File: config.mk
export PLATFORM = sky130hd
export DESIGN_NAME = instr_loader
export DESIGN_NICKNAME = d
export VERILOG_FILES = /design/src/rtl/instr_loader.sv
export SDC_FILE = /design/constraint.sdc
export NUM_CORES = 1
export LEC_CHECK = 0
export BUFFER_PORTS_ARGS = -buffer_cell sky130_fd_sc_hd__buf_2
export CORE_ASPECT_RATIO = 1.75
export CORE_UTILIZATION = 40
export CTS_CLUSTER_SIZE = 14
export DETAILED_ROUTE_END_ITERATION = 7
export GPL_TIMING_DRIVEN = 0
export RECOVER_POWER = 25
export SYNTH_ARGS = -nofsm -noshare
export SYNTH_HDL_FRONTEND = slang
export SYNTH_SLANG_ARGS = --single-unit
File: constraint.sdc
create_clock -name clk -period 3.2 [get_ports clk]
set_input_delay 0.64 -clock clk [delete_from_list [all_inputs] [get_ports clk]]
set_output_delay 0.64 -clock clk [all_outputs]
set_load 0.01 [all_outputs]
File: src/rtl/instr_loader.sv
// instr_loader: front-end stage for cpu_core.
// Synchronises, debounces and edge-detects a raw push-button, then assembles
// two button-strobed switch bytes into {opcode[3:0], instr[11:0]}.
// Optional feature macro: INSTR_LOADER_DEBOUNCE_EN.
//   Defined   : counter-based debouncer (DEBOUNCE_CYCLES stable cycles).
//   Undefined : btn_db is btn_s delayed by one register, no counter.
module instr_loader #(
    parameter int DEBOUNCE_CYCLES = 16,
    parameter int TIMEOUT_CYCLES  = 4096
) (
    input  logic        clk,
    input  logic        rst_n,
    input  logic [7:0]  data_in,
    input  logic        btn,
    output logic [3:0]  opcode,
    output logic [11:0] instr,
    output logic        inst_done,
    output logic        btn_edge,
    output logic        loading
);

    // A debounce window below two cycles could not reject anything.
    if (DEBOUNCE_CYCLES < 2) begin : g_bad_debounce
        $error("instr_loader: DEBOUNCE_CYCLES must be at least 2");
    end

    localparam int TCW = (TIMEOUT_CYCLES > 1) ? $clog2(TIMEOUT_CYCLES) + 1 : 1;
    localparam logic [TCW-1:0] TO_LAST = TCW'(TIMEOUT_CYCLES - 1);

    typedef enum logic {
        IDLE    = 1'b0,
        HAVE_HI = 1'b1
    } state_t;

    logic [1:0]     sync_reg;
    logic           btn_s;
    logic           btn_db_reg;
    logic           btn_db_d_reg;
    logic           btn_edge_reg;

    state_t         state_reg, state_next;
    logic [7:0]     hi_reg, hi_next;
    logic [TCW-1:0] to_cnt_reg, to_cnt_next;
    logic [3:0]     opcode_reg, opcode_next;
    logic [11:0]    instr_reg, instr_next;
    logic           done_reg, done_next;

    // Two-flop synchroniser for the asynchronous button input.
    always_ff @(posedge clk or negedge rst_n) begin
        if (!rst_n) sync_reg <= 2'b00;
        else        sync_reg <= {sync_reg[0], btn};
    end

    assign btn_s = sync_reg[1];

`ifdef INSTR_LOADER_DEBOUNCE_EN
    localparam int DCW = $clog2(DEBOUNCE_CYCLES) + 1;
    localparam logic [DCW-1:0] DB_LAST = DCW'(DEBOUNCE_CYCLES - 1);

    logic [DCW-1:0] db_cnt_reg;

    // Debouncer: btn_db follows btn_s only after it has differed long enough.
    always_ff @(posedge clk or negedge rst_n) begin
        if (!rst_n) begin
            db_cnt_reg <= '0;
            btn_db_reg <= 1'b0;
        end else if (btn_s == btn_db_reg) begin
            db_cnt_reg <= '0;
        end else if (db_cnt_reg == DB_LAST) begin
            btn_db_reg <= btn_s;
            db_cnt_reg <= '0;
        end else begin
            db_cnt_reg <= db_cnt_reg + 1'b1;
        end
    end
`else
    // Clean-stimulus build: one register stage in place of the debouncer.
    always_ff @(posedge clk or negedge rst_n) begin
        if (!rst_n) btn_db_reg <= 1'b0;
        else        btn_db_reg <= btn_s;
    end
`endif

    // Registered rising-edge detector on the debounced button.
    always_ff @(posedge clk or negedge rst_n) begin
        if (!rst_n) begin
            btn_db_d_reg <= 1'b0;
            btn_edge_reg <= 1'b0;
        end else begin
            btn_db_d_reg <= btn_db_reg;
            btn_edge_reg <= btn_db_reg & ~btn_db_d_reg;
        end
    end

    // Loader state and instruction output registers.
    always_ff @(posedge clk or negedge rst_n) begin
        if (!rst_n) begin
            state_reg  <= IDLE;
            hi_reg     <= '0;
            to_cnt_reg <= '0;
            opcode_reg <= '0;
            instr_reg  <= '0;
            done_reg   <= 1'b0;
        end else begin
            state_reg  <= state_next;
            hi_reg     <= hi_next;
            to_cnt_reg <= to_cnt_next;
            opcode_reg <= opcode_next;
            instr_reg  <= instr_next;
            done_reg   <= done_next;
        end
    end

    // Next-state logic: a press always beats the timeout in HAVE_HI.
    always_comb begin
        state_next  = state_reg;
        hi_next     = hi_reg;
        to_cnt_next = to_cnt_reg;
        opcode_next = opcode_reg;
        instr_next  = instr_reg;
        done_next   = 1'b0;
        case (state_reg)
            IDLE: begin
                if (btn_edge_reg) begin
                    hi_next     = data_in;
                    to_cnt_next = '0;
                    state_next  = HAVE_HI;
                end
            end
            HAVE_HI: begin
                if (btn_edge_reg) begin
                    {opcode_next, instr_next} = {hi_reg, data_in};
                    done_next  = 1'b1;
                    state_next = IDLE;
                end else if ((TIMEOUT_CYCLES != 0) && (to_cnt_reg == TO_LAST)) begin
                    hi_next     = '0;
                    to_cnt_next = '0;
                    state_next  = IDLE;
                end else begin
                    to_cnt_next = to_cnt_reg + 1'b1;
                end
            end
            default: state_next = IDLE;
        endcase
    end

    assign opcode    = opcode_reg;
    assign instr     = instr_reg;
    assign inst_done = done_reg;
    assign btn_edge  = btn_edge_reg;
    assign loading   = (state_reg == HAVE_HI);

endmodule

== Word level (Yosys, flattened, before mapping) ==
Cells that the tools add are included.

* Bits in registers: 44
* Input bits: 11

* Add/subtract/negate cells: 1
* Equal/unequal tests: 4
* Multiplexer cells: 13
* Bitwise logic cells: 3
* Reductions and logical operators: 3

{| class="wikitable"
|+ Operators by type and width
! operator !! number
|-
| 13-bit two-way mux || 3
|-
| 13-bit one-hot mux with 2 select lines || 1
|-
| 8-bit two-way mux || 3
|-
| 8-bit one-hot mux with 2 select lines || 1
|-
| 13-bit by 1-bit adder with 13-bit output, second input constant || 1
|-
| 13-bit by 12-bit == test with 1-bit output, second input constant || 1
|-
| 1-bit two-way mux || 4
|-
| 2-bit inequality test, second input constant || 2
|-
| 2-bit AND reduction || 2
|-
| 3-bit AND reduction || 1
|-
| 2-bit by 1-bit inequality test with 1-bit output, second input constant || 1
|-
| 1-bit NOT || 2
|-
| 1-bit one-hot mux with 2 select lines || 1
|-
| 1-bit bitwise AND || 1
|}

== Logic depth before layout (Yosys ltp) ==
* Depth after elaboration: 4
* Depth in mapped cells: 8
* Gate-level depth less buffers: 6

== Least setup slack after synthesis ==
No wires, ideal clock.

* Kind: register to register
* From: register state_reg (netlist: loading)
* To: register to_cnt_reg[5]
* Library setup time: 0.122 ns
* Arrival time: 1.638 ns
* Required time: 3.078 ns
* Path slack: 1.440 ns
* Cell stages (with the launch flop): 9
* Buffers on the path: 2
* Path through: dfrtp_1 -> inv_2 -> ha_1 -> buf_2 -> and4_1 -> clkbuf_1 -> and3_1 -> xnor2_1 -> nor2_1

* Longest elaborated chain between the ends: 3

{| class="wikitable"
|+ RTL lines
! what !! RTL line !! source
|-
| start: declaration || 41 || <nowiki>state_t state_reg, state_next;</nowiki>
|-
| start signal: assignment || 105 || <nowiki>state_reg <= state_next;</nowiki>
|-
| 1-bit NOT || n/a ||
|-
| 2-bit inequality test (no line) || n/a ||
|-
| 2-bit AND reduction (no line) || n/a ||
|-
| end signal: assignment || 107 || <nowiki>to_cnt_reg <= to_cnt_next;</nowiki>
|-
| end: declaration || 43 || <nowiki>logic [TCW-1:0] to_cnt_reg, to_cnt_next;</nowiki>
|}

Parallel ways exist; a longest one is shown, timed or not.
A chain may end at the register's enable or synchronous reset.

== Worst setup path after layout ==
* From: register state_reg (netlist: loading)
* To: register hi_reg[4]

* Longest elaborated chain between the ends: 3

{| class="wikitable"
|+ RTL lines
! what !! RTL line !! source
|-
| 1-bit NOT || n/a ||
|-
| 2-bit inequality test (no line) || n/a ||
|-
| 3-bit AND reduction (no line) || n/a ||
|-
| end signal: assignment || 106 || <nowiki>hi_reg <= hi_next;</nowiki>
|-
| end: declaration || 42 || <nowiki>logic [7:0] hi_reg, hi_next;</nowiki>
|}

Parallel ways exist; a longest one is shown, timed or not.

==> results.py <==
metrics = {
    "timing": {
        "finalCriticalPeriod_ps": 2040,
        "skew_ps": 7.90,
        "slew_headroom_pct": 31.5,
        "fin_crit_sh_pct": 63.9,
        "hold_viol": 0,
        "tns_ps": 0,
        "timing_max_transition_violations_final": 0,
        "tightest_slew_ps": 1020,
        "setup_violations": 0,
        "layout_setup_ws_ps": 1160,
        "rsz0062_at_grt": "no",
        "fmax_mhz": 489,
    },
    "run_status": {
        "status": "finished, final reports clean",
    },
    "routing": {
        "drc": 0,
        "final_antenna_net_count": 0,
        "via_per_inst": 5.44,
        "first_pass_iters": 6,
        "vias": 1180,
        "first_iter_violations": 6,
        "wl_per_cell_microns": 15.2,
        "wl_mm": 3.29,
    },
    "min_path": {
        "hold_end": "btn_db_reg",
        "hp-start": "sync_reg[1]",
        "hold_path_class": "reg -> reg",
        "worstHoldPathCells": 0,
    },
    "synthesis": {
        "synth_compound_area_share_pct": 10.5,
        "synth_warnings": 0,
        "synth_top_family_by_area": "multiplexers",
        "avgSynthCellArea_sq_um": 13.6,
        "syn_nets": 145,
        "synthMuxAreaShare_pct": 11.2,
        "synth_fa_ha_area_share_pct": 2.11,
        "syn_inst": 131,
        "synthXorXnorAreaFrac_pct": 2.46,
        "synth_edf_count": 0,
        "ys_ff_latch": 44,
        "synthSimpleGateAreaFrac_pct": 10.2,
        "ys_seq_area_share_pct": 61.8,
        "syn_area_sq_mm": 0.00178,
        "synthArstFlopShare_pct": 100,
        "synth_flop_cell": "dfrtp_1",
        "ys_types": 37,
    },
    "finish": {
        "nets": 181,
        "largest_register_ffs": 13,
        "num_antenna_cells": 0,
        "post-route-util_pct": 49.6,
        "fin_area_sq_mm": 0.00208,
        "syn_to_final_growth_pct": 16.7,
        "fin_cells": 217,
        "layout-drive-gt1-share_pct": 35.1,
    },
    "floorplanning": {
        "rows": 31,
        "fp.dieW_microns": 52.4,
        "ios": 30,
        "fp.dieH_microns": 90.3,
        "die_area_sq_mm": 0.00473,
        "core_area_sq_mm": 0.00419,
        "initial_core_util_pct": 42.5,
    },
    "clock_network": {
        "worstSkewPairLatency_ps": 290,
        "cts_buffers": 5,
        "cts_resized": 0,
        "cts.sinks": 44,
        "ctsRootBufferMaster": "clkbuf_8",
        "clockBufferDepth": 2,
        "clk_pin_slew_ps": 80,
        "cts_max_level": 2,
        "post_cts_buffers": 0,
        "cts_tree": "done",
        "cts_hold_buf": 0,
    },
    "global_route": {
        "grt-ovfl-total": 0,
        "track_usage_pct": 16.4,
        "grt_pass1_wl_mm": 5.77,
        "use_met2_pct": 27.1,
        "met1_usage_pct": 19.6,
        "grt_max_degree": 45,
        "antenna_found_initial": 0,
        "grt_pass1_vias": 1272,
        "grt_busiest_layer": "met2",
        "grt_use_met3_pct": 3.87,
    },
    "critical_path": {
        "cp-end-kind": "flip-flop",
        "crit_path_top_delay_cell": "nor3_1",
        "path_buf_inv": 1,
        "r2r_end": "hi_reg[4]",
        "critPathTopFamily": "simple AND/OR/NAND/NOR gates",
        "worst_r2r_startpoint": "loading",
        "worstPathMaxFanout": 9,
        "path_class": "reg -> reg",
        "crit_required_ps": 3420,
        "r2r_setup_slack_ps": 1160,
        "slowest_delay_ps": 830,
        "crit_chain": "ha_1 -> buf_2 -> nor3_1 -> a22o_1",
        "cp_data_arrival_time_ps": 2270,
        "critPathLaunchType": "flip-flop",
        "ff2ff_path_depth": 4,
    },
    "placed_design": {
        "dp_hpwl_mm": 2.39,
        "place_inst": 209,
        "pre_cts_ws_ps": 1140,
        "placed_area_sq_mm": 0.00199,
        "io_buffers": 29,
        "gp_congestion": 0.808,
    },
    "job": {
        "maxCapViolations": 0,
    },
    "pwr": {
        "p_leak_nw": 1.02,
        "peakVddDrop_uv": 550,
        "power_density_mw_per_mm2": 845,
    },
}
==> synthesized netlist by cell type (2+ instances only) <==
library cell	number	area, sq um
a22o_1	8	70.1
xor2_1	3	26.3
nand3_1	2	10.0
o21ai_0	2	10.0
o2bb2ai_1	2	17.5
mux2i_1	2	20.0
inv_1	2	7.51
nor2_1	6	22.5
dfrtp_1	44	1100
nand4_1	2	12.5
nor2b_1	2	12.5
and4_1	2	17.5
buf_2	3	15.0
nand2_1	7	26.3
mux2_2	16	180
and3_1	4	25.0
xnor2_1	2	17.5
ha_1	3	37.5
==> final cells by class <==
| class | count | area, sq um |
|---|---|---|
| buffer | 4 | 18.8 |
| clock buffer | 8 | 90.1 |
| fill | 386 | 2110 |
| inverter | 3 | 11.3 |
| multi-input combinational | 80 | 649 |
| sequential | 44 | 1100 |
| tap | 49 | 61.3 |
| timing repair buffer | 29 | 145 |
==> metrics by stage <==
step                hold slack, ps  total power [mW]
floorplan                      331              1.20
global placement               333              1.40
detailed placement             347              1.43
CTS                            365              1.78
global route                   374              1.88
finish                         359              1.76
==> how the worst max path moves through the flow <==
stage                     slack [ps]  startpoint             to  cells past startpoint
after floorplan                 1440     loading  to_cnt_reg[5]                      8
after global placement          1180     loading      hi_reg[2]                      4
after detailed placement        1140     loading      hi_reg[2]                      4
after CTS                       1120     loading      hi_reg[1]                      4
after global routing            1020     loading      hi_reg[1]                      4
final                           1160     loading      hi_reg[4]                      4
==> placed cells by master, fill, tap and decap left out, types with 3 or more instances in the layout <==
cell type / instances
dfrtp_1: 44
buf_2: 32
mux2_2: 16
a22o_1: 8
nand2_1: 7
nor2_1: 6
clkbuf_8: 6
and3_1: 4
clkbuf_1: 3
xor2_1: 3
ha_1: 3
==> kinds of logic after synthesis <==
group / count (synthesis)
flops: 44
fa+ha+maj: 3
mux: 18
xor+xnor: 5
simple gates: 32
buf+inv: 7
compound gates: 22
==> where the power goes <==
| group | leakage (nW) | total [mW] | switching, mW | internal, mW |
|---|---|---|---|---|
| clock | 0.0455 | 0.351 | 0.175 | 0.176 |
| combinational | 0.418 | 0.573 | 0.301 | 0.272 |
| sequential | 0.557 | 0.832 | 0.100 | 0.732 |
| total | 1.02 | 1.76 | 0.575 | 1.18 |
==> layer usage <==
metal | part of all wire (%) | vias to the layer above
met5 | 0 | -
met4 | 1.9 | 0
met3 | 3.6 | 7
met2 | 53 | 27
met1 | 41 | 597
li1 | - | 549
No activity file was read; power rests on OpenSTA's default activity.
